### src/rtl/max_unpool_pkg.sv
// Shared types and constants for the max-unpool block.
package max_unpool_pkg;
  typedef enum logic [1:0] {IDLE, LOAD, EMIT, DONE} state_e;

  localparam int DATA_W  = 16;
  localparam int HIS_W   = 2;
  localparam int ENTRY_W = DATA_W + HIS_W;

  localparam logic [HIS_W-1:0] HIS_TL = 2'd0;
  localparam logic [HIS_W-1:0] HIS_TR = 2'd1;
  localparam logic [HIS_W-1:0] HIS_BL = 2'd2;
  localparam logic [HIS_W-1:0] HIS_BR = 2'd3;
endpackage

### src/rtl/max_unpool_if.sv
// Pooled-input and unpooled-output handshake bundle of max_unpool.
interface max_unpool_if;
  import max_unpool_pkg::*;

  logic              load;
  logic [DATA_W-1:0] in;
  logic [HIS_W-1:0]  history;
  logic              in_ready;
  logic [DATA_W-1:0] result;
  logic [15:0]       addr;
  logic              out_valid;
  logic              out_ready;
  logic              done_up;

  modport master (
    output load, in, history, out_ready,
    input  in_ready, result, addr, out_valid, done_up
  );

  modport slave (
    input  load, in, history, out_ready,
    output in_ready, result, addr, out_valid, done_up
  );
endinterface

### src/rtl/max_unpool_buf.sv
// Pooled value+history store: one synchronous write port, one asynchronous
// read port with write-through so a word written this cycle is readable at once.
module max_unpool_buf
  import max_unpool_pkg::*;
#(
  parameter int DEPTH = 9,
  parameter int IW    = 4
) (
  input  logic               clk,
  input  logic               we,
  input  logic [IW-1:0]      waddr,
  input  logic [ENTRY_W-1:0] wdata,
  input  logic [IW-1:0]      raddr,
  output logic [ENTRY_W-1:0] rdata
);

  logic [ENTRY_W-1:0] mem_q [DEPTH];

  always_ff @(posedge clk) begin
    if (we) mem_q[waddr] <= wdata;
  end

  assign rdata = (we && (waddr == raddr)) ? wdata : mem_q[raddr];

endmodule

### src/rtl/max_unpool.sv
// Max-unpool: collects a SIZE x SIZE pooled map, then streams the 2*SIZE square
// map in raster order. Define MAX_UNPOOL_AVG_EN to spread in>>2 over each 2x2 block.
module max_unpool
  import max_unpool_pkg::*;
#(
  parameter int SIZE = 3
) (
  input  logic         clk,
  input  logic         rst_n,
  max_unpool_if.slave  bus
);

  localparam int OUT_SIZE = 2 * SIZE;
  localparam int N_IN     = SIZE * SIZE;
  localparam int N_OUT    = OUT_SIZE * OUT_SIZE;
  localparam int CNT_W    = ($clog2(N_OUT + 1) > 6) ? $clog2(N_OUT + 1) : 6;
  localparam int IW       = (N_IN > 1) ? $clog2(N_IN) : 1;

  localparam logic [CNT_W-1:0] SIZE_C  = CNT_W'(SIZE);
  localparam logic [CNT_W-1:0] LAST_K  = CNT_W'(N_IN - 1);
  localparam logic [CNT_W-1:0] LAST_RC = CNT_W'(OUT_SIZE - 1);

  state_e              state_q;
  logic [CNT_W-1:0]    k_q;
  logic [CNT_W-1:0]    r_q, c_q;
  logic                in_ready_q;
  logic                out_valid_q;
  logic                done_up_q;
  logic [DATA_W-1:0]   result_q;
  logic [15:0]         addr_q;

  logic [CNT_W-1:0]    nr_d, nc_d;
  logic [IW-1:0]       rd_idx_d;
  logic [ENTRY_W-1:0]  rd_entry;
  logic                accept, xfer;

  function automatic logic [DATA_W-1:0] unpool_word(input logic [ENTRY_W-1:0] entry,
                                                     input logic [HIS_W-1:0]   pos);
`ifdef MAX_UNPOOL_AVG_EN
    unpool_word = entry[DATA_W-1:0] >> 2;
`else
    unpool_word = (entry[ENTRY_W-1:DATA_W] == pos) ? entry[DATA_W-1:0] : '0;
`endif
  endfunction

  assign accept = bus.load & in_ready_q;
  assign xfer   = out_valid_q & bus.out_ready;

  // Position of the word to present next: (0,0) while loading, else the raster successor.
  always_comb begin
    nr_d = '0;
    nc_d = '0;
    if (state_q == EMIT) begin
      nr_d = r_q;
      nc_d = c_q + 1'b1;
      if (c_q == LAST_RC) begin
        nc_d = '0;
        nr_d = r_q + 1'b1;
      end
    end
    rd_idx_d = IW'((nr_d >> 1) * SIZE_C + (nc_d >> 1));
  end

  max_unpool_buf #(
    .DEPTH (N_IN),
    .IW    (IW)
  ) u_buf (
    .clk   (clk),
    .we    (accept),
    .waddr (IW'(k_q)),
    .wdata ({bus.history, bus.in}),
    .raddr (rd_idx_d),
    .rdata (rd_entry)
  );

  always_ff @(posedge clk) begin
    if (!rst_n) begin
      state_q     <= IDLE;
      k_q         <= '0;
      r_q         <= '0;
      c_q         <= '0;
      in_ready_q  <= 1'b1;
      out_valid_q <= 1'b0;
      done_up_q   <= 1'b0;
      result_q    <= '0;
      addr_q      <= '0;
    end else begin
      done_up_q <= 1'b0;
      case (state_q)
        IDLE, LOAD: begin
          if (accept) begin
            if (k_q == LAST_K) begin
              state_q     <= EMIT;
              k_q         <= '0;
              r_q         <= '0;
              c_q         <= '0;
              in_ready_q  <= 1'b0;
              out_valid_q <= 1'b1;
              result_q    <= unpool_word(rd_entry, HIS_TL);
              addr_q      <= '0;
            end else begin
              state_q <= LOAD;
              k_q     <= k_q + 1'b1;
            end
          end
        end
        EMIT: begin
          if (xfer) begin
            if ((r_q == LAST_RC) && (c_q == LAST_RC)) begin
              state_q     <= DONE;
              out_valid_q <= 1'b0;
              result_q    <= '0;
              addr_q      <= '0;
              done_up_q   <= 1'b1;
            end else begin
              r_q      <= nr_d;
              c_q      <= nc_d;
              addr_q   <= addr_q + 16'd1;
              result_q <= unpool_word(rd_entry, {nr_d[0], nc_d[0]});
            end
          end
        end
        DONE: begin
          state_q    <= IDLE;
          in_ready_q <= 1'b1;
          r_q        <= '0;
          c_q        <= '0;
        end
        default: state_q <= IDLE;
      endcase
    end
  end

  assign bus.in_ready  = in_ready_q;
  assign bus.out_valid = out_valid_q;
  assign bus.done_up   = done_up_q;
  assign bus.result    = result_q;
  assign bus.addr      = addr_q;

endmodule
### src/flat_wrapper.sv
// flat-port wrapper written by rule: the top's interface ports become plain ports
module max_unpool_flat import max_unpool_pkg::*;
#(
  parameter int SIZE = 3
)
  (clk, rst_n, bus_load, bus_in, bus_history, bus_out_ready, bus_in_ready, bus_result, bus_addr, bus_out_valid, bus_done_up);
  max_unpool_if bus_i ();
  input  logic clk;
  input  logic rst_n;
  input wire logic [$bits(bus_i.load)-1:0] bus_load;
  input wire logic [$bits(bus_i.in)-1:0] bus_in;
  input wire logic [$bits(bus_i.history)-1:0] bus_history;
  input wire logic [$bits(bus_i.out_ready)-1:0] bus_out_ready;
  output wire logic [$bits(bus_i.in_ready)-1:0] bus_in_ready;
  output wire logic [$bits(bus_i.result)-1:0] bus_result;
  output wire logic [$bits(bus_i.addr)-1:0] bus_addr;
  output wire logic [$bits(bus_i.out_valid)-1:0] bus_out_valid;
  output wire logic [$bits(bus_i.done_up)-1:0] bus_done_up;
  assign bus_i.load = bus_load;
  assign bus_i.in = bus_in;
  assign bus_i.history = bus_history;
  assign bus_i.out_ready = bus_out_ready;
  assign bus_in_ready = bus_i.in_ready;
  assign bus_result = bus_i.result;
  assign bus_addr = bus_i.addr;
  assign bus_out_valid = bus_i.out_valid;
  assign bus_done_up = bus_i.done_up;
  max_unpool #(.SIZE(SIZE)) u_core (.clk(clk), .rst_n(rst_n), .bus(bus_i));
endmodule
### config.mk
export PLATFORM = sky130hd
export DESIGN_NAME = max_unpool_flat
export DESIGN_NICKNAME = d
export VERILOG_FILES = /design/src/rtl/max_unpool_pkg.sv /design/src/rtl/max_unpool_if.sv /design/src/rtl/max_unpool_buf.sv /design/src/rtl/max_unpool.sv /design/src/flat_wrapper.sv
export SDC_FILE = /design/constraint.sdc
export NUM_CORES = 1
export LEC_CHECK = 0
export CAP_MARGIN = 20
export CORE_ASPECT_RATIO = 1.5
export CORE_MARGIN = 5
export CORE_UTILIZATION = 40
export CTS_CLUSTER_SIZE = 20
export DETAILED_ROUTE_END_ITERATION = 16
export GPL_TIMING_DRIVEN = 0
export PLACE_DENSITY = 0.59
export SYNTH_ARGS = -nofsm -noshare
export SYNTH_HDL_FRONTEND = slang
export SYNTH_SLANG_ARGS = --single-unit
### constraint.sdc
create_clock -name clk -period 7.6 [get_ports clk]
set_input_delay 1.52 -clock clk [delete_from_list [all_inputs] [get_ports clk]]
set_output_delay 1.52 -clock clk [all_outputs]
set_load 0.005 [all_outputs]
==> impl_results.md <==
- Cts repair resizes: 0
- Max capacitance violation total: 0
- Main combinational cell family by area after synthesis: multiplexers
- Clock Tree Buf Depth: 3
- Final setup violating endpoints: 0
- Cts hold-fix bufs: 0
- PortBufs: 56
- Final HPWL DP: between 10,000 and 15,000 um
- Clk root buf: clkbuf_16
- Total Nets Final: around 750
- Critical path class: flip-flop to flip-flop
- Area added between synthesis and finish: 20.2%
- Synthesized area: a little over 9000 um2
- Filler cell count: 1,964
- Hold Slack: about 0.49 ns
- Core area: 22,800 um2
- Htree depth: 1
- Clock sink count: roughly 220
- Outcome: complete, no violations
- Yosys reg bits: about 220
- GR Overflow Total: 0
- FF/Latch Area: between 5000 and 6000 um2
- Final setup TNS: 0 ns
- Die extent in y: approximately 200 um
- Mux share of post-synthesis cell area: ~12%
- Antenna viol nets, final: 0
- Worst-margin pin slew: ~1.1 ns
- Horiz. Die Dim: 134 um
- DR pass1 iterations: 4
- Leak pwr: ~3.7 nW
- FMAX: ~0.16 GHz
- Final period utilization: approximately 82%
- Cell count after synthesis: roughly 620
- Synth async-reset ratio: 0%
- Most used flip-flop cell after synthesis: edfxtp_1
- Area leader, netlist: edfxtp_1
- CP arrival: ~6.7 ns
- Compound-Gate Fraction of Synth Area: 6.67%
- Setup Buffers After CTS: 0
- Gr usage total: about 15%
- Synth top cells by count: edfxtp_1 (162), nor2_1 (66), dfxtp_1 (55)
- WP data required: between 8 and 9 ns
- Crit. End Element: flip-flop
- Vias in the first global route: ~5,600
- Hold wc startpoint: u_core.bus.result[8]$_SDFFE_PN0P_
- Adder-Cell Fraction of Synth Area: between 2 and 2.5%
- Peak supply drop: ~170 uV
- GR Util met2: approximately 28%
- Seq/Total Area, Yosys: approximately two thirds
- Row Count: slightly below 70
- Post-synthesis xor/xnor area fraction: around 2.8%
- CTS tree: done
- DR vias: around 5,500
- Syn_area_per_cell: ~15 um2
- Worst R2R Start: u_core.c_q[0]$_SDFFE_PN0P_
- Area contributors post-synth: edfxtp_1 (53%), dfxtp_1 (12%), mux4_2 (8.8%)
- Top cell type's share of synthesized area: a little over half
- Vias per cell: approximately 5.4
- Reg2Reg Depth: 21
- RSZ-0062 raised after global routing: false
- Post-layout util: between 40% and 50%
- Post-Synth Simple-Gate Area: roughly a tenth
- Rel. slew slack: around 28%
- Avg WL per Cell: approximately 20 um
- Final wirelength: between 20,000 and 25,000 um
- Global route hottest layer: met2
- GRT met3 Usage: roughly 2.8%
- Initial Utilization: roughly two fifths
- Die area: around 26,000 um2
- Dominant cell by count in the synthesized netlist: edfxtp_1
- I/O pins: 57
- Met1 global-route usage: between 15 and 20%
- GPL Wtd Cong: between 0.8 and 0.9
- Layout cells sized above 1: 12.8%
- Largest net degree at the start of global routing: 19
- Area of the multi-input gates: just over 3000 um2
- Clock Latency Late Sink: around 0.50 ns
- Fin. max-slew vios: 0
- Pwr dens: around 230 nW/um2
- Post-synth EDFFs: approximately 160
- Initial antenna violation count: 0
- Peak fanout along the critical path: 10
- Hold Path Class: flip-flop to flip-flop
- Cell variety after synth: between 50 and 60
- Syn nets: 659
- Overall Power: around 2.5 mW
- Crit. Startpoint: u_core.c_q[0]$_SDFFE_PN0P_
- Final clock skew: 0.0120 ns
- CTS Buf Count: 22
- DRC viols: 0
- Final min period: 6.24 ns
- Initial detailed-routing violation count: 340
- Crit start category: flip-flop
- Register clock-pin slew on the reported worst setup and hold paths: approximately 0.06 ns
- First-pass GRT wire length: roughly 32,000 um
- Diodes inserted: 0
- Min-Delay Path Depth: 1
- Final number of hold-violating endpoints: 0
- YS warnings: 0
==> through the flow <==
stage / worst slack (ns) / area (um2) / std cells
6_report: 1.36 / 11000 / 1007
5_1_grt: 0.862 / 11000 / 1007
4_1_cts: 1.32 / 10900 / 1000
3_5_place_dp: 1.33 / 10100 / 960
3_3_place_gp: 1.47 / 10100 / 959
2_1_floorplan: 2.55 / 9170 / 623
==> cell type report <==
class	count	share of cell area, %
tap	280	3.18
inverter	10	0.340
buffer	31	1.20
timing repair buffer	64	6.71
clock buffer	30	5.64
clock inverter	10	1.25
multi-input combinational	365	27.6
sequential	217	54.1
==> cell families (layout without fill, tap and decap cells) <==
group                      after synthesis  after routing
DFF                                    217            217
and+or+nand+nor                        170            170
AOI/OAI and AO/OA                       89             89
muxes                                   64             64
buffers and inverters                   41            145
xor gates and xnor gates                28             28
adders and majority gates               14             14
==> critical path, stage by stage, from the launching register on <==
cell and delay (ns):
dfxtp_1 0.42, ha_1 0.25, nand2b_1 0.08, nor4_2 0.66
nor2_1 0.08, a211oi_1 0.38, inv_1 0.14, fa_1 0.49
inv_1 0.07, ha_1 0.14, inv_1 0.05, fa_1 0.48
clkbuf_1 0.61, xnor2_1 0.15, nor4_1 0.37, nand2_1 0.14
mux2i_4 0.35, mux2i_1 0.29, xnor2_1 0.14, o32ai_4 0.53
buf_6 0.22, a22o_1 0.14
==> power by group <==
part           switching [mW]  internal [mW]
Clock                   0.437          0.679
Combinational          0.0675         0.0468
Sequential            0.00658           1.29
Total                   0.511           2.02
==> layer usage <==
layer,vias up,part of all wire (%)
met4,0,1.7
met5,-,0
met1,2755,41
met3,27,5.0
met2,143,53
li1,2547,-
==> registers in the layout, summed over array words and instances (netlist names) <==
register	count
u_core.k_q	6
u_core.bus.addr	16
u_core.u_buf.mem_q	162
u_core.bus.result	16
u_core.state_q	2
u_core.r_q	6
u_core.c_q	6
u_core.bus.in_ready	1
u_core.bus.out_valid	1
u_core.bus.done_up	1
==> placed cells by master (no fill, tap or decap), drive strengths merged, types with 16 or more instances in the layout <==
master | netlist | layout
edfxtp | 162 | 162
nor2 | 66 | 66
clkdlybuf4s50 | 0 | 56
dfxtp | 55 | 55
clkbuf | 24 | 54
mux4 | 36 | 36
a21oi | 29 | 29
nand2 | 27 | 27
mux2i | 23 | 23
a211oi | 17 | 17
xor2 | 16 | 16
a22o | 16 | 16
==> worst paths after layout <==
check	end	slack (ns)
worst max-delay path	u_core.bus.result[9]$_SDFFE_PN0P_	1.36
worst min-delay path	u_core.bus.result[8]$_SDFFE_PN0P_	0.49
worst max register to register	u_core.bus.result[9]$_SDFFE_PN0P_	1.36
worst min register to register	u_core.bus.result[8]$_SDFFE_PN0P_	0.49
Note: power is estimated with default switching activity, not from simulation.
